[src/rtl/lab4_pkg.sv]
// Shared definitions for the LFSR stream decryptor.
//   state_t        : control FSM states
//   ADDR_*         : fixed ROM word addresses of the configuration block
//   PREAMBLE_CHAR  : plaintext value every preamble byte must decrypt to
package lab4_pkg;

    typedef enum logic [3:0] {
        IDLE,
        RD0,
        RD1,
        RD2,
        RD3,
        RD4,
        PRE,
        MSG,
        DONE
    } state_t;

    localparam int unsigned ADDR_PLEN = 0;  // preamble length P
    localparam int unsigned ADDR_TAPS = 1;  // LFSR feedback taps
    localparam int unsigned ADDR_SEED = 2;  // LFSR seed
    localparam int unsigned ADDR_MLEN = 3;  // message length M

    localparam logic [7:0] PREAMBLE_CHAR = 8'h7E;

endpackage

[src/rtl/lfsr.sv]
// Fibonacci-style shift-left LFSR with run-time taps.
//   clk   : clock, rising edge
//   rst   : asynchronous active-low reset, clears the state
//   load  : load seed (has priority over en)
//   en    : advance one step
//   seed  : value loaded on load
//   taps  : feedback tap mask
//   state : current LFSR contents
module lfsr #(
    parameter int LFSR_W = 5
) (
    input  logic              clk,
    input  logic              rst,
    input  logic              load,
    input  logic              en,
    input  logic [LFSR_W-1:0] seed,
    input  logic [LFSR_W-1:0] taps,
    output logic [LFSR_W-1:0] state
);

    // Feedback is the parity of the tapped bits; an all-zero state stays zero.
    always_ff @(posedge clk or negedge rst) begin
        if (!rst) begin
            state <= '0;
        end else if (load) begin
            state <= seed;
        end else if (en) begin
            state <= {state[LFSR_W-2:0], ^(state & taps)};
        end
    end

endmodule

[src/rtl/lfsr_decrypt.sv]
// Stream decryptor: reads P, taps, seed and M from a ROM, checks P preamble bytes
// and emits M decrypted message bytes (key = LFSR state, one step per byte).
//   clk, rst    : clock / asynchronous active-low reset
//   decRqst     : start request (level), ignored outside IDLE
//   validIn     : encByte valid this cycle
//   encByte     : encrypted byte
//   raddr/rdata : ROM port, rdata arrives one cycle after raddr
//   plainByte   : decrypted byte, qualified by validOut (one pulse per byte)
//   done        : high while the finished state is held
//   preambleErr : sticky preamble mismatch, cleared on the next start
module lfsr_decrypt
    import lab4_pkg::*;
#(
    parameter int DW     = 8,
    parameter int AW     = 8,
    parameter int LFSR_W = 5
) (
    input  logic          clk,
    input  logic          rst,
    input  logic          decRqst,
    input  logic          validIn,
    input  logic [7:0]    encByte,
    output logic [AW-1:0] raddr,
    input  logic [DW-1:0] rdata,
    output logic [7:0]    plainByte,
    output logic          validOut,
    output logic          done,
    output logic          preambleErr
);

    state_t              state;
    logic [DW-1:0]       p_len;
    logic [DW-1:0]       m_len;
    logic [LFSR_W-1:0]   taps_q;
    logic [LFSR_W-1:0]   seed_q;
    logic [AW-1:0]       cnt;
    logic [LFSR_W-1:0]   lfsr_state;

    logic                accept;
    logic [7:0]          dec_byte;
    logic [AW-1:0]       cnt_inc;
    logic                last_pre;
    logic                last_msg;

    assign accept   = validIn && ((state == PRE) || (state == MSG));
    assign dec_byte = encByte ^ {{(8 - LFSR_W){1'b0}}, lfsr_state};
    assign cnt_inc  = cnt + AW'(1);
    assign last_pre = (cnt_inc == AW'(p_len));
    assign last_msg = (cnt_inc == AW'(m_len));

    // Seed captured in RD3 is loaded as the last read completes, so the first
    // streamed byte sees the seed as its key.
    lfsr #(
        .LFSR_W(LFSR_W)
    ) u_lfsr (
        .clk  (clk),
        .rst  (rst),
        .load (state == RD4),
        .en   (accept),
        .seed (seed_q),
        .taps (taps_q),
        .state(lfsr_state)
    );

    always_ff @(posedge clk or negedge rst) begin
        if (!rst) begin
            state       <= IDLE;
            raddr       <= '0;
            plainByte   <= 8'h00;
            validOut    <= 1'b0;
            done        <= 1'b0;
            preambleErr <= 1'b0;
            p_len       <= '0;
            m_len       <= '0;
            taps_q      <= '0;
            seed_q      <= '0;
            cnt         <= '0;
        end else begin
            validOut <= 1'b0;
            unique case (state)
                IDLE: begin
                    if (decRqst) begin
                        preambleErr <= 1'b0;
                        raddr       <= AW'(ADDR_PLEN);
                        state       <= RD0;
                    end
                end
                // raddr is set one edge early so it equals k while in RDk.
                RD0: begin
                    raddr <= AW'(ADDR_TAPS);
                    state <= RD1;
                end
                RD1: begin
                    p_len <= rdata;
                    raddr <= AW'(ADDR_SEED);
                    state <= RD2;
                end
                RD2: begin
                    taps_q <= rdata[LFSR_W-1:0];
                    raddr  <= AW'(ADDR_MLEN);
                    state  <= RD3;
                end
                RD3: begin
                    seed_q <= rdata[LFSR_W-1:0];
                    raddr  <= '0;
                    state  <= RD4;
                end
                RD4: begin
                    m_len <= rdata;
                    cnt   <= '0;
                    if (p_len != '0) begin
                        state <= PRE;
                    end else if (rdata != '0) begin
                        state <= MSG;
                    end else begin
                        state <= DONE;
                        done  <= 1'b1;
                    end
                end
                PRE: begin
                    if (validIn) begin
                        if (dec_byte != PREAMBLE_CHAR) begin
                            preambleErr <= 1'b1;
                        end
                        if (last_pre) begin
                            cnt <= '0;
                            if (m_len != '0) begin
                                state <= MSG;
                            end else begin
                                state <= DONE;
                                done  <= 1'b1;
                            end
                        end else begin
                            cnt <= cnt_inc;
                        end
                    end
                end
                MSG: begin
                    if (validIn) begin
                        plainByte <= dec_byte & 8'h7F;
                        validOut  <= 1'b1;
                        if (last_msg) begin
                            cnt   <= '0;
                            state <= DONE;
                            done  <= 1'b1;
                        end else begin
                            cnt <= cnt_inc;
                        end
                    end
                end
                DONE: begin
                    if (!decRqst) begin
                        done  <= 1'b0;
                        state <= IDLE;
                    end
                end
                default: state <= IDLE;
            endcase
        end
    end

endmodule

[config.mk]
export PLATFORM = sky130hd
export DESIGN_NAME = lfsr_decrypt
export DESIGN_NICKNAME = d
export VERILOG_FILES = /design/src/rtl/lab4_pkg.sv /design/src/rtl/lfsr.sv /design/src/rtl/lfsr_decrypt.sv
export SDC_FILE = /design/constraint.sdc
export NUM_CORES = 1
export LEC_CHECK = 0
export CAP_MARGIN = 20
export CORE_UTILIZATION = 55
export CTS_CLUSTER_SIZE = 16
export DETAILED_ROUTE_END_ITERATION = 10
export GPL_ROUTABILITY_DRIVEN = 0
export GPL_TIMING_DRIVEN = 1
export PLACE_DENSITY_LB_ADDON = 0.2
export SETUP_SLACK_MARGIN = 0.4
export SLEW_MARGIN = 20
export SYNTH_ARGS = -nofsm -noshare
export SYNTH_HDL_FRONTEND = slang
export SYNTH_HIERARCHICAL = 1
export SYNTH_SLANG_ARGS = --single-unit
[constraint.sdc]
create_clock -name clk -period 3.45 [get_ports clk]
set_input_delay 0.8625 -clock clk [delete_from_list [all_inputs] [get_ports clk]]
set_output_delay 0.8625 -clock clk [all_outputs]
set_load 0.005 [all_outputs]
; ---- After elaboration in Yosys (flattened, before gate mapping)
; Index checks and enable logic that the tools add are counted.
[classes]
add_sub_neg = 1
multipliers = 0
div = 0
order_cmp = 0
eq_ne = 21
shift = 0
muxes = 34
n_bitwise = 2
reduce_logical = 18
[ops]
columns = op, n
row1 = $mux W8, 5
row2 = $pmux W8 S5, 1
row3 = $mux W4, 9
row4 = $pmux W4 S9, 1
row5 = $pmux W8 S3, 1
row6 = $reduce_bool A8 Y1, 3
row7 = $ne A2 B2 Y1 const B, 9
row8 = $eq A4 B3 Y1 const B, 4
row9 = $eq A8 B8 Y1, 2
row10 = $mux W1, 13
row11 = $mux W5, 2
row12 = $reduce_and A9 Y1, 1
row13 = $add A8 B1 Y8 const B, 1
row14 = $eq A4 B2 Y1 const B, 2
row15 = $ne A8 B7 Y1 const B, 1
row16 = $xor A8 B5 Y8, 1
row17 = $reduce_and A6 Y1, 1
row18 = $and A5 B5 Y5, 1
row19 = $reduce_bool A5 Y1, 1
row20 = $reduce_xor A5 Y1, 1
row21 = $eq A4 B1 Y1 const B, 1
row22 = $eq A4 B4 Y1 const B, 1
row23 = $logic_not A4 Y1, 1
row24 = $pmux W1 S4, 1
row25 = other kinds (10), 12
[totals]
reg_bits = 61
latchBits = 0
ramBits = 0
mem_bits_ro = 0
inputBits = 20
out_inout_bits = 19
word_cells = 88
mem_count = 0

; ---- Depth between registers and ports, before layout
[logic_depth]
ltp_word = 5
mapped_depth = 10
depth_no_buf = 8

; ---- Cells and area by module
; The synthesis kept the hierarchy.
[modules_own_cells]
columns = module, n_inst, cells_each, area_each_um2, seq_area_each_um2
row1 = lfsr_decrypt, 1, 278, 2792.7, 1251.2
row2 = lfsr, 1, 31, 294.0, 125.1

; ---- Least setup slack after synthesis
; OpenSTA, ideal clock, no wires.
[synth_path]
kind = register to register
start = register cnt[0]
end = register cnt[3]
setup_time_ns = 0.129
arrival_time_ns = 2.391
t_required_ns = 3.321
slack_ns = 0.930
path_stages_with_launch = 10
n_path_buf = 1
period_less_slack_ns = 2.520
cell_sequence = dfrtp_1 > ha_1 > buf_2 > nand3_1 > nor2_1 > xnor2_1 > a2111oi_0 > a21oi_1 > nand2_1 > o22ai_1
[synth_via]
elab_chain_cells = 5
elab_cells_between_ends = 8
classes_between = add/sub (1) / eq/ne (2) / mux (5)
[synth_lines]
columns = element, line
row1 = from (decl), lfsr_decrypt.sv:36  ; logic [AW-1:0] cnt;
row2 = from (signal assigned), lfsr_decrypt.sv:134  ; cnt <= cnt_inc;
row3 = from (signal assigned), lfsr_decrypt.sv:147  ; cnt <= cnt_inc;
row4 = $add A8 B1 Y8 (*), lfsr_decrypt.sv:47  ; assign cnt_inc = cnt + AW'(1);
row5 = "$eq A8 B8 Y1, on equally long branches", "lfsr_decrypt.sv:49, lfsr_decrypt.sv:48"
row6 = "$mux W8, on equally long branches", "lfsr_decrypt.sv:142, lfsr_decrypt.sv:125"
row7 = "$mux W8, on equally long branches", "lfsr_decrypt.sv:139, lfsr_decrypt.sv:121"
row8 = $pmux W8 S3 (*), lfsr_decrypt.sv:80  ; unique case (state)
; Every way passes the cells marked *; elsewhere a longest branch is shown, timed or not. The select of a mux whose other input is x is not followed.
; A chain may end at the register's enable or synchronous reset.

==> results.yml <==
sta:
  rsz0062_at_grt: "no"
  setup_tns_ns: 0
  skew_ns: 0.00538
  relSlewSlack_pct: 38.4
  timing.final.crit_share_pct: 78.1
  period_needed_ns: 2.69
  finalHoldViolations: 0
  fmax_mhz: 371
  setup-violations-final: 0
  worst_pin_slew_ns: 0.916
  finalMaxSlewViolations: 0
placed_design:
  dp_hpwl_mm: 4.81
  dp_cells: 395
  placed_area_mm2: 0.00339
  port_buffers: 31
final_layout:
  nNetsFinal: 353
  drive_above_1_share_pct: 11.4
  n_antenna_cell: 0
  stdcell_area_mm2: 0.00348
  fin_util_pct: 66.1
  stdcell_count: 403
  area_delta_synth_final_pct: 12.8
yosys:
  syn_area_mm2: 0.00309
  synth-seq-cells: 55
  yosysTopAreaCell: "dfrtp_1"
  syn_avg_cell_area_um2: 9.99
  async_reset_ff_share_pct: 100
  syn-instance-count: 309
  synth.most_common_cell: "dfrtp_1"
  synth.area.top_cells: "dfrtp_1 (45%), mux2_2 (7.3%), xnor2_1 (4.3%)"
  synth_edf_count: 0
  synth_cell_type_count: 54
  netlist_top_cells_count: "dfrtp_1 (55), nand2_1 (31), mux2_2 (20), a21oi_1 (16), nor2_1 (16)"
  synth_top_area_share_pct: 44.6
  synth_top_flop_cell: "dfrtp_1"
  synth_warnings: 6
  seq_area_frac_synth_pct: 44.6
critical_path:
  critPathKind: "reg -> reg"
  critPathRequiredTime_ns: 3.70
  cp_cell_sequence: "ha_2 > nand3_1 > xor2_1 > o22ai_1 > a2111oi_2 > or3b_4 > a311o_1 > nand2_1"
  critPathSlowestCell: "dfrtp_1"
  critPathArrivalTime_ns: 2.95
  critPathCaptureType: "flip-flop"
  cpPeakStageDelay_ns: 0.50
  critPathTopFamily: "simple AND/OR/NAND/NOR gates"
  crit_buf_inv: 0
  critPathMaxFanout: 10
  start_kind: "flip-flop"
global_route:
  grt_max_degree: 38
  grt_pass1_wl_mm: 11.6
  grt_use_total_pct: 24.9
  grt_pass1_vias: 2339
  grt-ovfl-total: 0
  antenna_found_initial: 0
clocking:
  holdBufCountCts: 0
  clock_latency_ns: 0.31
  cts_resized: 0
  cts_sinks: 55
  clk_path_buf_depth: 2
  root_buffer: "clkbuf_8"
  numCtsBuffers: 5
  htree_levels: 2
  post_cts_buffers: 0
  cts.clk_slew.worst_paths_ns: 0.10
  cts_tree: "done"
drt:
  top_layer: "met4"
  dr.pass1.iters: 4
  routed-wl-met2_mm: 3.07
  wl_met3_um: 234
  drt_iter0_markers: 212
  wire_per_inst_um: 16.4
  routed_wl_mm: 6.60
  drtAntennaViolNets: 0
  dr_total_vias: 2377
  wl_met1_mm: 3.23
  routed_via_density: 5.90
  drc: 0
die:
  core-area_mm2: 0.00527
  ios: 39
  dieArea_mm2: 0.00592
  die_x_um: 76.9
  die_y_um: 76.9
  initial_core_util_pct: 58.6
  std_cell_rows: 26
power_and_ir_drop:
  power.total_uw: 2720
  p_leak_uw: 0.00141
  power.density_mw_per_mm2: 781
  ir_drop_uv: 461
job:
  cap_violations: 0
outcome:
  status: "finished clean"
min_path:
  hold_path_class: "in -> async"
[worst paths after layout]
check	from	to	slack, ns	cells past startpoint
min in group clk	preambleErr	preambleErr	0.50	2
min	rst	plainByte[6]	0.46	1
max in group asynchronous	rst	p_len[4]	2.16	2
max	cnt[0]	state[3]	0.76	8
max reg2reg	cnt[0]	state[3]	0.76	8
min reg2reg	preambleErr	preambleErr	0.50	2
[layout make-up]
type,count,area [um^2]
clock inverters,1,8.76
flip-flops and latches,55,1380
multi-input cells,225,1560
repair buffers,35,335
clock buffers,7,76.3
well taps,70,87.6
fillers,447,1790
inverters,10,37.5
[power by group]
part | total [uW] | internal, uW | switching, uW
clock network | 353 | 147 | 206
logic | 1150 | 609 | 539
registers | 1220 | 915 | 303
total | 2720 | 1670 | 1050
[per-stage QoR]
step	worst slack [ns]	hold slack [ns]
after floorplan	0.930	0.446
after global placement	0.683	0.461
after detailed placement	0.515	0.474
after CTS	0.488	0.480
after global routing	0.451	0.486
final	0.756	0.464
[flip-flops by register name (all words and copies together), names as in the netlist]
register / flops
p_len: 8
done: 1
seed_q: 5
preambleErr: 1
state: 4
plainByte: 7
u_lfsr/state: 5
taps_q: 5
m_len: 8
cnt: 8
raddr: 2
validOut: 1
[layer usage]
layer / global-route usage [%] / vias up
met4: 6.73 / 0
met3: 3.93 / 9
met5: 0 / -
met1: 36.3 / 1163
li1: - / 1151
met2: 38.3 / 54
[layout by cell type, fill, tap and decap left out, drive strengths merged, types with 6 or more instances in the layout]
cell type,count
nor4,7
nand3,12
inv,10
xnor2,15
a31oi,6
xor2,9
a21oi,16
dfrtp,55
mux2,28
conb,7
o21ai,13
clkbuf,7
clkdlybuf4s50,30
nand2,31
nor2,16
[kinds of logic (layout without fill, tap and decap cells)]
| family | Yosys count | count (layout) | share of synthesized area (%) |
|---|---|---|---|
| compound gates | 58 | 58 | 12.1 |
| xor+xnor | 25 | 25 | 7.54 |
| fa+ha+maj | 1 | 1 | 0.405 |
| buf+inv | 35 | 53 | 5.96 |
| flops | 55 | 55 | 44.6 |
| mux | 33 | 33 | 11.8 |
| other cells | 1 | 7 | 0.121 |
| simple gates | 101 | 101 | 17.4 |
Power figures use the tool's default switching activity.
